`src/rtl/mem_bus_arbiter.sv`:
```
// Two-port (fetch/data) arbiter onto a shared ROM/RAM bus with per-region wait states.
// Round-robin on ties; ROM writes are rejected with d_err without touching the bus.
module mem_bus_arbiter #(
   parameter int ROM_WAIT = 2,
   parameter int RAM_WAIT = 1
) (
   input  logic        clk,
   input  logic        rst,
   input  logic        f_req,
   input  logic [12:0] f_addr,
   output logic        f_ack,
   output logic [7:0]  f_rdata,
   input  logic        d_req,
   input  logic        d_we,
   input  logic [12:0] d_addr,
   input  logic [7:0]  d_wdata,
   output logic        d_ack,
   output logic [7:0]  d_rdata,
   output logic        d_err,
   output logic [12:0] mem_addr,
   output logic [7:0]  mem_wdata,
   input  logic [7:0]  mem_rdata,
   output logic        rom_sel,
   output logic        ram_sel,
   output logic        mem_rd,
   output logic        mem_wr
);

   typedef enum logic [1:0] {
      IDLE   = 2'd0,
      ACCESS = 2'd1,
      DONE   = 2'd2
   } state_t;

   state_t      state, state_n;
   logic [2:0]  count, count_n;
   logic        last_data, last_data_n;
   logic        gnt_data, gnt_data_n;
   logic [12:0] mem_addr_n;
   logic [7:0]  mem_wdata_n, f_rdata_n, d_rdata_n;
   logic        rom_sel_n, ram_sel_n, mem_rd_n, mem_wr_n;
   logic        f_ack_n, d_ack_n, d_err_n;
   logic        pick_data, req_we, req_ram;
   logic [12:0] req_addr;

   always_comb begin
      state_n     = state;
      count_n     = count;
      last_data_n = last_data;
      gnt_data_n  = gnt_data;
      mem_addr_n  = mem_addr;
      mem_wdata_n = mem_wdata;
      f_rdata_n   = f_rdata;
      d_rdata_n   = d_rdata;
      rom_sel_n   = 1'b0;
      ram_sel_n   = 1'b0;
      mem_rd_n    = 1'b0;
      mem_wr_n    = 1'b0;
      f_ack_n     = 1'b0;
      d_ack_n     = 1'b0;
      d_err_n     = 1'b0;

      // On a tie the port that did not win last time is granted.
      pick_data = d_req & (~f_req | ~last_data);
      req_addr  = pick_data ? d_addr : f_addr;
      req_we    = pick_data & d_we;
      req_ram   = (req_addr[12:11] == 2'b11);

      case (state)
         IDLE: begin
            if (f_req | d_req) begin
               last_data_n = pick_data;
               gnt_data_n  = pick_data;
               mem_addr_n  = req_addr;
               if (pick_data) begin
                  mem_wdata_n = d_wdata;
               end
               if (req_we && !req_ram) begin
                  state_n = DONE;
                  d_ack_n = 1'b1;
                  d_err_n = 1'b1;
               end else begin
                  state_n   = ACCESS;
                  count_n   = req_ram ? 3'(RAM_WAIT) : 3'(ROM_WAIT);
                  rom_sel_n = ~req_ram;
                  ram_sel_n = req_ram;
                  mem_rd_n  = ~req_we;
                  mem_wr_n  = req_we;
               end
            end
         end
         ACCESS: begin
            if (count <= 3'd1) begin
               state_n = DONE;
               count_n = '0;
               if (gnt_data) begin
                  d_ack_n   = 1'b1;
                  d_rdata_n = mem_rdata;
               end else begin
                  f_ack_n   = 1'b1;
                  f_rdata_n = mem_rdata;
               end
            end else begin
               count_n   = count - 3'd1;
               rom_sel_n = rom_sel;
               ram_sel_n = ram_sel;
               mem_rd_n  = mem_rd;
               mem_wr_n  = mem_wr;
            end
         end
         DONE:    state_n = IDLE;
         default: state_n = IDLE;
      endcase
   end

   always_ff @(posedge clk) begin
      if (rst) begin
         state     <= IDLE;
         count     <= '0;
         last_data <= 1'b1;
         gnt_data  <= 1'b0;
         mem_addr  <= '0;
         mem_wdata <= '0;
         f_rdata   <= '0;
         d_rdata   <= '0;
         rom_sel   <= 1'b0;
         ram_sel   <= 1'b0;
         mem_rd    <= 1'b0;
         mem_wr    <= 1'b0;
         f_ack     <= 1'b0;
         d_ack     <= 1'b0;
         d_err     <= 1'b0;
      end else begin
         state     <= state_n;
         count     <= count_n;
         last_data <= last_data_n;
         gnt_data  <= gnt_data_n;
         mem_addr  <= mem_addr_n;
         mem_wdata <= mem_wdata_n;
         f_rdata   <= f_rdata_n;
         d_rdata   <= d_rdata_n;
         rom_sel   <= rom_sel_n;
         ram_sel   <= ram_sel_n;
         mem_rd    <= mem_rd_n;
         mem_wr    <= mem_wr_n;
         f_ack     <= f_ack_n;
         d_ack     <= d_ack_n;
         d_err     <= d_err_n;
      end
   end

endmodule

```
`config.mk`:
```
export PLATFORM = sky130hd
export DESIGN_NAME = mem_bus_arbiter
export DESIGN_NICKNAME = d
export VERILOG_FILES = /design/src/rtl/mem_bus_arbiter.sv
export SDC_FILE = /design/constraint.sdc
export NUM_CORES = 1
export LEC_CHECK = 0
export BUFFER_PORTS_ARGS = -buffer_cell sky130_fd_sc_hd__buf_2
export CAP_MARGIN = 25
export CORE_MARGIN = 2
export CORE_UTILIZATION = 40
export DETAILED_ROUTE_END_ITERATION = 8
export MAX_ROUTING_LAYER = met4
export PLACE_DENSITY = 0.69
export SLEW_MARGIN = 20
export SYNTH_ARGS = -nofsm -noshare
export SYNTH_HDL_FRONTEND = slang
export SYNTH_SLANG_ARGS = --single-unit
```
`constraint.sdc`:
```
create_clock -name clk -period 2.05 [get_ports clk]
set_input_delay 0.41 -clock clk [delete_from_list [all_inputs] [get_ports clk]]
set_output_delay 0.41 -clock clk [all_outputs]
set_load 0.01 [all_outputs]
```
==> results.sh, run 1 <==
export IMPL_cp_arrival_ns=1.90
export IMPL_antenna_found_initial=0
export IMPL_period_needed_ns=1.674
export IMPL_syn_inst=219
export IMPL_hp_class="in -> reg"
export IMPL_ant_nets=0
export IMPL_syn_to_final_growth_pct=31.55
export IMPL_pwr_share_comb_pct=24.0
export IMPL_cts_buffers=5
export IMPL_seqPwrFrac_pct=47.1
export IMPL_switching_share_pct=30.42
export IMPL_die_area_mm2=0.005725
export IMPL_cts_setup_buffers=0
export IMPL_reg2reg_slack_ns=0.38
export IMPL_synthDistinctLibCells=30
export IMPL_initial_core_util_pct=40.74
export IMPL_slew_violations=0
export IMPL_drv_cap=0
export IMPL_maxUsedRoutingLayer="met4"
export IMPL_viasPerCell=4.894
export IMPL_wire_per_inst_um=12.73
export IMPL_pwr_share_clk_pct=28.9
export IMPL_rows=26
export IMPL_fmax_ghz=0.5973
export IMPL_hold_path_cell_count=3
export IMPL_die_w_um=75.67
export IMPL_grt_pass1_wl_um=7445
export IMPL_critPathCaptureType="flop"
export IMPL_min_from="d_wdata[1]"
export IMPL_crit_chain="inv_1 -> ha_1 -> o21bai_1 -> a21oi_2 -> a22oi_1 -> a211oi_1"
export IMPL_start_kind="flop"
export IMPL_critPathRequiredTime_ns=2.27
export IMPL_n_fill_cell=475
export IMPL_place_congestion=0.8631
export IMPL_drtPass1Iterations=4
export IMPL_num_antenna_cells=0
export IMPL_p_leak_uw=0.001291
export IMPL_avgSynthCellArea_um2=9.381
export IMPL_cts_hold_fix_buffers=0
export IMPL_setup_viol=0
export IMPL_cts_tree="built"
export IMPL_finClkSkew_ns=0.007380
export IMPL_hold_violations=0
export IMPL_ios=91
export IMPL_clock_latency_ns=0.31
export IMPL_path_class="reg -> reg"
export IMPL_rsz0062_at_grt="no"
export IMPL_fin_crit_sh_pct=81.67
export IMPL_timing_rr_start="count[1]$_SDFFE_PP0P_"
export IMPL_root_buffer="clkbuf_8"
export IMPL_power_total_uw=2488
export IMPL_slew_headroom_pct=56.39
export IMPL_cp_slowest_cell="a21oi_2"
export IMPL_cp_max_fo=9
export IMPL_ir_drop_v=0.0004639
export IMPL_drcViolationCount=0
export IMPL_fp_coreArea_mm2=0.005042
export IMPL_drive_above_1_share_pct=35.28
export IMPL_ys_warn_count=0
export IMPL_overflow=0
export IMPL_clk_pin_slew_ns=0.10
export IMPL_hold_path_end="mem_wdata[1]$_SDFFE_PP0P_"
export IMPL_wl_met1_um=2133
export IMPL_wirelength_um=4824
export IMPL_final_core_util_pct=53.60
export IMPL_grt_util_all_layers_pct=17.46
export IMPL_dp_cells=371
export IMPL_cellPowerDensity_mw_per_mm2=920.5
export IMPL_p_sw_uw=756.9
export IMPL_grt_pass1_vias=1626
export IMPL_route_met3_wl_um=240
export IMPL_die_height_um=75.67
export IMPL_port_buffers=90
export IMPL_grt_max_degree=36
export IMPL_final_nets=357
export IMPL_status="finished clean"
export IMPL_cts_sinks=51
export IMPL_syn_nets=268
export IMPL_wl_met2_um=2365
export IMPL_yosysSeqAreaShare_pct=49.70
export IMPL_syn_area_mm2=0.002054
export IMPL_r2r_worst_path_cells=6
export IMPL_post_cts_resized=0
export IMPL_place_hpwl_um=3419
export IMPL_r2r_end="count[0]$_SDFFE_PP0P_"
export IMPL_ys_ff_latch=51
export IMPL_num_vias=1855
export IMPL_totalNegativeSetupSlack_ns=0
export IMPL_worstMarginPinSlew_ns=0.6542
export IMPL_htree_levels=2
export IMPL_drtIter0Drc=150
export IMPL_fin_cells=379
export IMPL_slowest_delay_ns=0.38
export IMPL_p_int_uw=1731
export IMPL_cts_buffer_depth=2
-- power groups by stage --
stage	clock network, µW	logic [µW]	registers (µW)
finish	719	598	1170
global placement	0	591	1190
CTS	738	604	1170
global route	783	668	1190
detailed placement	0	600	1190
floorplan	0	345	1230
-- per-layer routing --
layer / GRT usage (%) / up-vias
met3: 4.762 / 10
met5: - / -
met1: 21.74 / 839
met2: 27.73 / 60
li1: - / 946
met4: 5.263 / 0
-- kinds of logic after synthesis --
group | after synthesis | synth area share [%]
buf+inv | 18 | 4.141
compound gates | 42 | 13.52
flops | 51 | 49.70
simple gates | 76 | 16.81
fa+ha+maj | 2 | 1.218
mux | 30 | 14.62
-- cells in the final DEF, fill, tap and decap left out, drive strengths merged, types with 3 or more instances in the layout --
cell	Yosys	routed
dfxtp	51	51
clkbuf	9	5
nand3	10	10
inv	4	5
buf	5	96
a21oi	17	17
a22oi	3	3
nand2	16	16
a211oi	16	16
mux2i	30	30
nor2	36	36
nor3	3	3
-- sequential cells by signal, indices dropped and copies added (netlist names) --
register   cells
ram_sel        1
d_err          1
f_rdata        8
mem_wr         1
gnt_data       1
count          3
mem_addr      13
mem_rd         1
rom_sel        1
d_rdata        8
last_data      1
d_ack          1
mem_wdata      8
f_ack          1
state          2
-- layout make-up --
class	instances	area (µm²)	share of cell area, %
inverters	4	15.01	0.5556
flip-flops and latches	51	1021	37.78
clock inverters	3	47.55	1.759
well taps	70	87.58	3.241
clock buffers	5	68.82	2.546
multi-input cells	150	967.2	35.79
repair buffers	96	495.5	18.33
-- stage by stage --
stage                     area [µm²]  hold WS [ns]  setup WS (ns)
final                           2703        0.3395         0.3757
after global routing            2703        0.3363         0.1931
after CTS                       2703        0.3375         0.3640
after detailed placement        2586        0.4451         0.3727
after global placement          2586        0.4394         0.4028
after floorplan                 2054        0.4435         0.5868
-- worst max path at each step --
stage / startpoint / slack, ns / to
after floorplan: count[1]$_SDFFE_PP0P_ / 0.59 / f_rdata[5]$_SDFFE_PP0P_
final: count[1]$_SDFFE_PP0P_ / 0.38 / count[0]$_SDFFE_PP0P_
after detailed placement: f_req / 0.37 / count[1]$_SDFFE_PP0P_
after CTS: count[1]$_SDFFE_PP0P_ / 0.36 / count[0]$_SDFFE_PP0P_
after global routing: count[1]$_SDFFE_PP0P_ / 0.19 / count[0]$_SDFFE_PP0P_
after global placement: f_req / 0.40 / count[1]$_SDFFE_PP0P_
-- worst max-delay path, delay by kind of cell (launching register included) --
| family | cells | cell delay, ns |
|---|---|---|
| AO/OA/AOI/OAI | 4 | 1.00 |
| adder cells (fa/ha/maj) | 1 | 0.17 |
| buffers and inverters | 1 | 0.06 |
| flip-flops | 1 | 0.36 |
-- Yosys cell counts, drive strengths merged --
cell	number	area share, %
nand3	10	2.4
nand4	2	0.61
ha	2	1.2
or3b	1	0.43
a21oi	17	4.3
nor2b	2	0.61
a211oi	16	5.8
a2bb2oi	1	0.43
o21ai	2	0.49
nor4b	1	0.43
a21boi	1	0.55
mux2i	30	15
buf	5	1.8
dfxtp	51	50
a22oi	3	1.1
o21bai	1	0.37
and2	1	0.30
inv	4	0.73
nor3	3	0.73
or4	1	0.37
nand2	16	2.9
nand4b	1	0.43
clkbuf	9	1.6
nand2b	2	0.61
a311oi	1	0.43
nor2	36	6.9
Note: power is estimated with default switching activity, not from simulation.
==> inputs of run 2 (changes only) <==
==> constraint.sdc (replaced) <==
create_clock -name clk -period 1.7 [get_ports clk]
set_input_delay 0.34 -clock clk [delete_from_list [all_inputs] [get_ports clk]]
set_output_delay 0.34 -clock clk [all_outputs]
set_load 0.01 [all_outputs]
==> run 2 against run 1 <==
Net effect:
- combinational power increased by 26%
- first-iteration DRC count is 42% lower
- flip-flop and latch count unchanged
- non-clock buffer count up 7
- sequential power increased by 21%
- global-route usage down 0.77 points
- critical path depth is 1 higher
- utilization increased by 0.94 points
- via count decreased by 0.54%
- hold slack worse by 0.065 ns
- sequential share of layout area fell by 0.65 points
- largest power group unchanged
==> results.sh, run 2 (synthesis results as in run 1) <==
export IMPL_status="finished clean"
export IMPL_critPathCaptureType="flop"
export IMPL_drtPass1Iterations=4
export IMPL_htree_levels=2
export IMPL_grt_util_all_layers_pct=16.69
export IMPL_slew_violations=0
export IMPL_mostFrequentLayoutCells="buf_2 (90), dfxtp_1 (51), nor2_1 (35)"
export IMPL_wirelength_um=4585
export IMPL_root_buffer="clkbuf_8"
export IMPL_clk_pin_slew_ns=0.09
export IMPL_pwr_share_comb_pct=26.1
export IMPL_path_class="reg -> reg"
export IMPL_viasPerCell=4.780
export IMPL_totalNegativeSetupSlack_ns=0
export IMPL_final_area_mm2=0.002750
export IMPL_fp_coreArea_mm2=0.005042
export IMPL_whs_ns=0.2749
export IMPL_drtIter0Drc=87
export IMPL_p_sw_uw=884.4
export IMPL_critPathBufInv=2
export IMPL_cts_hold_fix_buffers=0
export IMPL_num_vias=1845
export IMPL_hold_violations=0
export IMPL_antenna_found_initial=0
export IMPL_final_common_cell="buf_2"
export IMPL_period_needed_ns=1.574
export IMPL_initial_core_util_pct=40.74
export IMPL_start_kind="flop"
export IMPL_path_delay_family="flip-flops"
export IMPL_critPathRequiredTime_ns=1.89
export IMPL_cts_buffer_depth=2
export IMPL_pwr_share_clk_pct=25.2
export IMPL_die_area_mm2=0.005725
export IMPL_drcViolationCount=0
export IMPL_slowest_delay_ns=0.33
export IMPL_cp_slowest_cell="dfxtp_1"
export IMPL_die_w_um=75.67
export IMPL_switching_share_pct=30.58
export IMPL_overflow=0
export IMPL_cp_max_fo=8
export IMPL_ant_nets=0
export IMPL_port_buffers=90
export IMPL_seqPwrFrac_pct=48.8
export IMPL_final_nets=364
export IMPL_grt_max_degree=27
export IMPL_p_leak_uw=0.001320
export IMPL_reg2reg_slack_ns=0.13
export IMPL_clock_latency_ns=0.30
export IMPL_cts_tree="built"
export IMPL_grt_pass1_wl_um=7100
export IMPL_placed_area_mm2=0.002631
export IMPL_finClkSkew_ns=0.008793
export IMPL_syn_to_final_growth_pct=33.86
export IMPL_power_total_uw=2892
export IMPL_crit_chain="inv_1 -> ha_1 -> o21bai_1 -> nor4b_4 -> buf_6 -> mux2i_1 -> nor2_1"
export IMPL_hp_class="in -> reg"
export IMPL_setup_viol=0
export IMPL_rsz0062_at_grt="no"
export IMPL_largest_register="mem_addr"
export IMPL_p_int_uw=2008
export IMPL_drive_above_1_share_pct=36.71
export IMPL_ir_drop_v=0.0006503
export IMPL_ios=91
export IMPL_drv_cap=0
export IMPL_die_height_um=75.67
export IMPL_cellPowerDensity_mw_per_mm2=1052
export IMPL_worstMarginPinSlew_ns=0.4918
export IMPL_slew_headroom_pct=66.87
export IMPL_fmax_ghz=0.6352
export IMPL_place_hpwl_um=3442
export IMPL_cts_sinks=51
export IMPL_rows=26
export IMPL_fin_crit_sh_pct=92.60
export IMPL_wire_per_inst_um=11.88
export IMPL_cts_buffers=5
export IMPL_num_antenna_cells=0
export IMPL_cp_arrival_ns=1.76
export IMPL_n_fill_cell=466
export IMPL_largest_reg_flops=13
export IMPL_place_congestion=0.8420
export IMPL_grt_pass1_vias=1595
-- run 2: worst paths after layout --
kind                                   from                        end  cells past startpoint
setup / recovery      count[1]$_SDFFE_PP0P_    f_rdata[2]$_SDFFE_PP0P_                      7
hold reg to reg   mem_wdata[0]$_SDFFE_PP0P_  mem_wdata[0]$_SDFFE_PP0P_                      2
hold / removal                   d_wdata[1]  mem_wdata[1]$_SDFFE_PP0P_                      3
setup reg to reg      count[1]$_SDFFE_PP0P_    f_rdata[2]$_SDFFE_PP0P_                      7
-- run 2: power by group through the flow --
stage	sequential (µW)	clock [µW]	combinational, µW
detailed placement	1440	0	745
global placement	1430	0	736
floorplan	1480	0	416
global route	1430	796	838
finish	1410	727	755
CTS	1410	756	747
-- run 2: metrics by stage --
step,cells,utilization (%),setup WS (ns)
after floorplan,219,-,0.2368
after global placement,377,52.18,0.1602
after detailed placement,377,52.18,0.07350
after CTS,385,54.14,0.07078
after global routing,386,54.54,0.01116
final,386,54.54,0.1258
-- run 2: layer usage --
metal / GRT usage, % / share of wire, % / routed length [µm]
met5: - / 0 / 0
met2: 25.80 / 48 / 2190
met4: 5.848 / 1.3 / 60
met1: 21.85 / 46 / 2130
met3: 3.307 / 4.4 / 204
-- run 2: what timing repair did --
| action | 4_1_cts | 5_1_grt |
|---|---|---|
| endpoints found under the setup margin | 0 | 9 |
| setup buffers | 0 | 1 |
| gates resized for setup | 0 | 2 |
-- run 2: layout make-up --
class	count	area (µm²)	area share, %
multi-input combinational	150	975.9	35.49
timing repair buffer	103	551.8	20.06
tap	70	87.58	3.185
clock inverter	2	16.27	0.5914
inverter	4	15.01	0.5460
sequential	51	1021	37.12
clock buffer	6	82.58	3.003
-- run 2: tightest hold or removal path: cells and delay by family --
kind	cells	cell delay, ns
AO/OA/AOI/OAI	1	0.05
AND/OR/NAND/NOR	1	0.05
buffers and inverters	1	0.10
